## src/rtl/decoder_nx_seq_if.sv

```systemverilog
// Bus bundle for decoder_nx_seq: code input handshake, scan controls and decoded outputs.
// In is transferred on a rising edge where In_valid & In_ready; In_ready never depends on In_valid.
interface decoder_nx_seq_if #(
  parameter int N       = 2,
  parameter int DWELL_W = 4
);
  logic                 En;
  logic                 Mode;
  logic [N-1:0]         In;
  logic                 In_valid;
  logic                 In_ready;
  logic [DWELL_W-1:0]   Dwell;
  logic [(1<<N)-1:0]    Out;
  logic                 Out_valid;
  logic [N-1:0]         Idx;

  modport master (
    output En, Mode, In, In_valid, Dwell,
    input  In_ready, Out, Out_valid, Idx
  );

  modport slave (
    input  En, Mode, In, In_valid, Dwell,
    output In_ready, Out, Out_valid, Idx
  );
endinterface

```

## src/rtl/decoder_nx_seq.sv

```systemverilog
// Registered N-to-2^N one-hot decoder with valid/ready input, clock enable and
// a self-running scan mode that walks a one-hot strobe with programmable dwell.
module decoder_nx_seq #(
  parameter int N       = 2,
  parameter int DWELL_W = 4
) (
  input  logic              clk,
  input  logic              rst,
  decoder_nx_seq_if.slave   bus,
  output logic [1:0]        state_dbg
);
  localparam int OW = 1 << N;
  localparam logic [OW-1:0]      OUT_ONE = OW'(1);
  localparam logic [N-1:0]       IDX_ONE = N'(1);
  localparam logic [DWELL_W-1:0] CNT_ONE = DWELL_W'(1);

  localparam logic [1:0] S_IDLE   = 2'd0;
  localparam logic [1:0] S_DIRECT = 2'd1;
  localparam logic [1:0] S_SCAN   = 2'd2;

  logic [1:0]         state_q, state_d;
  logic [OW-1:0]      out_q, out_d;
  logic [N-1:0]       idx_q, idx_d;
  logic [DWELL_W-1:0] cnt_q, cnt_d;
  logic               valid_q, valid_d;

  logic               in_ready;
  logic               accept;
  logic [N-1:0]       idx_inc;

  assign in_ready = bus.En & ~bus.Mode & ~rst;
  assign accept   = bus.In_valid & in_ready;
  assign idx_inc  = idx_q + IDX_ONE;

  always_comb begin
    state_d = state_q;
    out_d   = out_q;
    idx_d   = idx_q;
    cnt_d   = cnt_q;
    valid_d = valid_q;
    if (bus.En) begin
      case (state_q)
        S_IDLE, S_DIRECT: begin
          if (bus.Mode) begin
            state_d = S_SCAN;
            out_d   = OUT_ONE;
            idx_d   = '0;
            cnt_d   = '0;
            valid_d = 1'b1;
          end else if (accept) begin
            state_d = S_DIRECT;
            out_d   = OUT_ONE << bus.In;
            idx_d   = bus.In;
            valid_d = 1'b1;
          end
        end
        S_SCAN: begin
          // Leaving scan keeps the last strobe unless a code lands on the same edge.
          if (!bus.Mode) begin
            state_d = S_DIRECT;
            if (accept) begin
              out_d   = OUT_ONE << bus.In;
              idx_d   = bus.In;
              valid_d = 1'b1;
            end
          end else if (cnt_q >= bus.Dwell) begin
            idx_d = idx_inc;
            out_d = OUT_ONE << idx_inc;
            cnt_d = '0;
          end else begin
            cnt_d = cnt_q + CNT_ONE;
          end
        end
        default: state_d = S_IDLE;
      endcase
    end
  end

  always_ff @(posedge clk) begin
    if (rst) begin
      state_q <= S_IDLE;
      out_q   <= '0;
      idx_q   <= '0;
      cnt_q   <= '0;
      valid_q <= 1'b0;
    end else begin
      state_q <= state_d;
      out_q   <= out_d;
      idx_q   <= idx_d;
      cnt_q   <= cnt_d;
      valid_q <= valid_d;
    end
  end

  assign bus.In_ready  = in_ready;
  assign bus.Out       = out_q;
  assign bus.Out_valid = valid_q;
  assign bus.Idx       = idx_q;
  assign state_dbg     = state_q;
endmodule

```

## src/flat_wrapper.sv

```systemverilog
// flat-port wrapper written by rule: the top's interface ports become plain ports
module decoder_nx_seq_flat 
#(
  parameter int N       = 2,
  parameter int DWELL_W = 4
)
  (clk, rst, state_dbg, bus_En, bus_Mode, bus_In, bus_In_valid, bus_Dwell, bus_In_ready, bus_Out, bus_Out_valid, bus_Idx);
  decoder_nx_seq_if #(.N(N), .DWELL_W(DWELL_W)) bus_i ();
  input  logic clk;
  input  logic rst;
  output logic [1:0] state_dbg;
  input wire logic [$bits(bus_i.En)-1:0] bus_En;
  input wire logic [$bits(bus_i.Mode)-1:0] bus_Mode;
  input wire logic [$bits(bus_i.In)-1:0] bus_In;
  input wire logic [$bits(bus_i.In_valid)-1:0] bus_In_valid;
  input wire logic [$bits(bus_i.Dwell)-1:0] bus_Dwell;
  output wire logic [$bits(bus_i.In_ready)-1:0] bus_In_ready;
  output wire logic [$bits(bus_i.Out)-1:0] bus_Out;
  output wire logic [$bits(bus_i.Out_valid)-1:0] bus_Out_valid;
  output wire logic [$bits(bus_i.Idx)-1:0] bus_Idx;
  assign bus_i.En = bus_En;
  assign bus_i.Mode = bus_Mode;
  assign bus_i.In = bus_In;
  assign bus_i.In_valid = bus_In_valid;
  assign bus_i.Dwell = bus_Dwell;
  assign bus_In_ready = bus_i.In_ready;
  assign bus_Out = bus_i.Out;
  assign bus_Out_valid = bus_i.Out_valid;
  assign bus_Idx = bus_i.Idx;
  decoder_nx_seq #(.N(N), .DWELL_W(DWELL_W)) u_core (.clk(clk), .rst(rst), .bus(bus_i), .state_dbg(state_dbg));
endmodule
```

## config.mk

```make
export PLATFORM = sky130hd
export DESIGN_NAME = decoder_nx_seq_flat
export DESIGN_NICKNAME = d
export VERILOG_FILES = /design/src/rtl/decoder_nx_seq_if.sv /design/src/rtl/decoder_nx_seq.sv /design/src/flat_wrapper.sv
export SDC_FILE = /design/constraint.sdc
export NUM_CORES = 1
export LEC_CHECK = 0
export ABC_AREA = 1
export CORE_MARGIN = 4
export CORE_UTILIZATION = 30
export CTS_BUF_LIST = sky130_fd_sc_hd__clkbuf_4 sky130_fd_sc_hd__clkbuf_8
export DETAILED_ROUTE_END_ITERATION = 8
export PLACE_DENSITY = 0.59
export SKIP_CTS_REPAIR_TIMING = 1
export SYNTH_ARGS = -nofsm -noshare
export SYNTH_HDL_FRONTEND = slang
export SYNTH_SLANG_ARGS = --single-unit
```

## constraint.sdc

```tcl
create_clock -name clk -period 1.5 [get_ports clk]
set_input_delay 0.3 -clock clk [delete_from_list [all_inputs] [get_ports clk]]
set_output_delay 0.3 -clock clk [all_outputs]
set_load 0.01 [all_outputs]
```

# Word-level counts from Yosys, hierarchy flattened
# Cells that the tools add are included.
# op_classes
addsub	2
magnitude_cmp	1
n_eq_ne	7
n_shift	2
muxes	22
bitwise	5
n_reduce_logical	7
# op_table
op	count
$mux W4	7
$pmux W4 S2	2
$mux W2	7
$reduce_and A3 Y1	3
$pmux W2 S2	2
$shl A1 B2 Y4 const A	2
$ne A2 B2 Y1 const B	3
$ne A3 B2 Y1 const B	2
$add A4 B1 Y4 const B	1
$ge A4 B4 Y1	1
$reduce_and A4 Y1	1
$and A1 B1 Y1	3
$mux W1	3
$add A2 B1 Y2 const B	1
$eq A2 B1 Y1 const B	1
$eq A2 B2 Y1 const B	1
$logic_not A2 Y1	1
$not A1 Y1	2
$pmux W1 S2	1
$reduce_bool A2 Y1	1
$reduce_or A2 Y1	1
# word_totals
ff_bits	13
input_bits	11
output_inout_bits	10
word_cells	51

# Depth between registers and ports, before layout
# logic_depth
ltp_word	7
depth_mapped	11
ltp_nobuf	11

# Worst setup path after synthesis
# No wires, ideal clock.
# synth_timing
path_type	input port to flip-flop
start	input port bus_Dwell[3]
end	register u_core.idx_q[0], in the netlist u_core.bus.Idx[0]
setup_ns	0.113
t_arrival_ns	1.312
required_ns	1.387
slack_ns	0.075
cell_stages	8
n_path_buf	0
cell_sequence	inv_1 > ha_1 > a21oi_1 > nand3_1 > nand2_1 > nand3_1 > nand2_1 > nor2_1
# synth_via
elab_chain_cells	3
# synth_lines
item	line_no	rtl
start, declared	flat_wrapper.sv:16	input wire logic [$bits(bus_i.Dwell)-1:0] bus_Dwell;
$ge A4 B4 Y1	decoder_nx_seq.sv:66	end else if (cnt_q >= bus.Dwell) begin
$ne A3 B2 Y1 (no line)	-	
$reduce_and A3 Y1 (no line)	-	
end signal, assigned	decoder_nx_seq.sv:89	idx_q <= idx_d;
end, declared	decoder_nx_seq.sv:23	logic [N-1:0] idx_q, idx_d;
# No other way between the ends.
# A chain may end at the register's enable or synchronous reset.

# Final worst setup path
# layout_timing
start	register u_core.out_q[3], in the netlist u_core.bus.Out[3]
end	output port bus_Out[3]
# layout_lines
item	line_no	rtl
start, declared	decoder_nx_seq.sv:22	logic [OW-1:0] out_q, out_d;
start signal, assigned	decoder_nx_seq.sv:88	out_q <= out_d;
end, declared	flat_wrapper.sv:18	output wire logic [$bits(bus_i.Out)-1:0] bus_Out;
# No word-level cell between the ends.

==> impl_metrics.env <==
export IMPL_status="finished, final reports clean"
export IMPL_slew_headroom_pct=83.8
export IMPL_critical_path_class="flop to output pin"
export IMPL_cts_root_buf="clkbuf_4"
export IMPL_fin_setup_tns_ns=0
export IMPL_dieWidth_um=66.1
export IMPL_worstHoldPathCells=5
export IMPL_arrival_ns=1.16
export IMPL_hold_viol_final=0
export IMPL_synth_seq_cells=13
export IMPL_fill_cells=315
export IMPL_slowest_delay_ns=0.54
export IMPL_drt_iter0_markers=44
export IMPL_route_met2_wl_um=1400
export IMPL_nets=225
export IMPL_worstPathCellList="clkdlybuf4s50_1"
export IMPL_clkLatencyLatePin_ns=0.28
export IMPL_grt_pass1_wl_um=4520
export IMPL_io_buffer_count=20
export IMPL_drc=0
export IMPL_synth_area_leaders="dfxtp_1 (26%), nand2_1 (17%), ha_1 (11%)"
export IMPL_reg2reg_to="u_core.bus.Out[0]"
export IMPL_vias_per_cell=4.62
export IMPL_fp_row_count=20
export IMPL_hold_path_end="u_core.state_dbg[0]"
export IMPL_highest_layer="met4"
export IMPL_finalCritPeriodShare_pct=97.4
export IMPL_slowest_stage="clkdlybuf4s50_1"
export IMPL_cts_buffer_depth=2
export IMPL_synth_area_leader_cell="dfxtp_1"
export IMPL_cp_required_ns=1.20
export IMPL_place_gp_congestion=0.830
export IMPL_diodes=0
export IMPL_hp_start="bus_En"
export IMPL_cts_tree="done"
export IMPL_antenna_found_initial=0
export IMPL_fin_util_pct=51.9
export IMPL_wl_met3_um=91
export IMPL_syn_inst=159
export IMPL_h_tree_depth=1
export IMPL_min_period_ns=1.46
export IMPL_syn_to_final_growth_pct=60.6
export IMPL_path_delay_family="buffers and inverters"
export IMPL_maxCapViolCount=0
export IMPL_worst_setup_path_end_kind="output pin"
export IMPL_vias=1145
export IMPL_p_leak_nw=0.936
export IMPL_yosysWarnings=0
export IMPL_tightest_slew_ns=0.242
export IMPL_grt_ovfl_total=0
export IMPL_syn_cell_area_um2=1010
export IMPL_setup_violations=0
export IMPL_fin_skew_ns=0.00667
export IMPL_synth_nets=179
export IMPL_clkTransAtPathRegs_ns=0.09
export IMPL_die_h_um=66.1
export IMPL_wl_per_cell_um=11.0
export IMPL_grt_pass1_vias=1154
export IMPL_cp_num_buf_inv=1
export IMPL_timing_rr_start="u_core.cnt_q[3]"
export IMPL_dr_pass1_iters=4
export IMPL_dieArea_um2=4360
export IMPL_hold_path_class="input pin to flop"
export IMPL_synth_distinct_cells=20
export IMPL_rrSetupSlack_ns=0.06
export IMPL_wl_um=2740
export IMPL_ir_worst_vdd_uv=416
export IMPL_core_um2=3130
export IMPL_hpwl_um=2070
export IMPL_start_util_pct=32.3
export IMPL_powerDensity_nw_per_um2=591
export IMPL_ys_seq_area_share_pct=25.7
export IMPL_postSynthAreaPerCell_um2=6.36
export IMPL_final_layout_size_suffix_gt1_share_pct=27.5
export IMPL_design_portCount=21
export IMPL_cp_start_kind="flop"
export IMPL_worstPathMaxFanout=2
export IMPL_clock_sinks=13
export IMPL_fmax_mhz=684
export IMPL_worstRegToRegCells=7
export IMPL_grt_max_degree=9
export IMPL_final_antenna_net_count=0
export IMPL_wl_met1_um=1200
export IMPL_cts_inserted_buffers=3
export IMPL_synth_top_area_share_pct=25.7
export IMPL_drv_slew=0
export IMPL_track_usage_pct=13.0
metrics by stage:
step	setup WS, ns	area, um^2	cells	total power, mW	hold slack, ns
3_3_place_gp	-0.399	1440	244	0.685	0.454
4_1_cts	-0.344	1470	248	0.937	0.490
2_1_floorplan	0.0750	1010	159	0.539	0.369
3_5_place_dp	-0.422	1440	244	0.691	0.469
5_1_grt	-0.0184	1620	248	1.02	0.492
6_report	0.0390	1620	248	0.959	0.447
power breakdown:
group          total (mW)  switching [mW]  internal (mW)
sequential          0.383          0.0159          0.367
clock               0.246           0.125          0.121
combinational       0.331           0.171          0.159
total               0.959           0.312          0.648
state kept, by name, indices dropped and copies added, names as in the netlist:
register              flops
u_core.bus.Out            4
u_core.cnt_q              4
u_core.bus.Idx            2
u_core.state_dbg          2
u_core.bus.Out_valid      1
kinds of logic (layout without fill, tap and decap cells):
kind of cell	after synthesis	in the layout	share of synthesized area, %
and+or+nand+nor	100	100	47.3
buffers and inverters	29	74	11.1
DFF	13	13	25.7
adders and majority gates	9	9	11.1
AOI/OAI and AO/OA	6	6	2.97
xor gates and xnor gates	2	2	1.73
cells in the final DEF, fill, tap and decap left out, types with 2 or more instances in the layout:
| cell | netlist | routed |
|---|---|---|
| nand2_1 | 46 | 43 |
| inv_1 | 25 | 21 |
| buf_4 | 0 | 20 |
| nor2_1 | 24 | 18 |
| nand3_1 | 15 | 14 |
| dlymetal6s2s_1 | 0 | 12 |
| dfxtp_1 | 13 | 12 |
| clkdlybuf4s50_1 | 0 | 8 |
| nand4_1 | 7 | 7 |
| inv_2 | 2 | 6 |
| ha_1 | 9 | 5 |
| nor2_4 | 2 | 4 |
| nor2_2 | 0 | 4 |
| a21oi_1 | 5 | 4 |
| ha_4 | 0 | 4 |
| clkbuf_4 | 0 | 4 |
| nand2_2 | 1 | 3 |
| xor2_1 | 2 | 2 |
layer usage:
metal  up-vias  global-route usage [%]
li1        596                       -
met3         5                    2.38
met4         0                    5.58
met5         -                       0
met2        20                    23.7
met1       524                    14.5
synthesized netlist by cell type:
cell,n
a21oi_1,5
buf_2,1
dfxtp_1,13
ha_1,9
inv_1,25
inv_2,2
inv_4,1
nand2_1,46
nand2_2,1
nand2_4,1
nand3_1,15
nand3_2,1
nand4_1,7
nand4_4,1
nor2_1,24
nor2_4,2
nor2_8,1
nor3_1,1
o21ai_0,1
xor2_1,2
worst max path at each step:
stage | cells after the start | to | slack (ns) | start
global placement | 9 | u_core.bus.Out[1] | -0.40 | bus_Dwell[3]
detailed placement | 9 | u_core.bus.Out[2] | -0.42 | bus_Dwell[3]
global route | 7 | u_core.bus.Out[2] | -0.02 | u_core.cnt_q[3]
floorplan | 8 | u_core.bus.Idx[0] | 0.07 | bus_Dwell[3]
CTS | 4 | bus_In_ready | -0.34 | bus_En
finish | 1 | bus_Out[3] | 0.04 | u_core.bus.Out[3]
final cells by class:
| class | instances | area (um^2) | share of cell area [%] |
|---|---|---|---|
| multi-input cells | 117 | 758 | 46.7 |
| well taps | 44 | 55.1 | 3.39 |
| repair buffers | 42 | 412 | 25.3 |
| inverters | 28 | 108 | 6.63 |
| flip-flops and latches | 13 | 262 | 16.1 |
| clock buffers | 4 | 30.0 | 1.85 |
(Power assumes the default switching activity.)
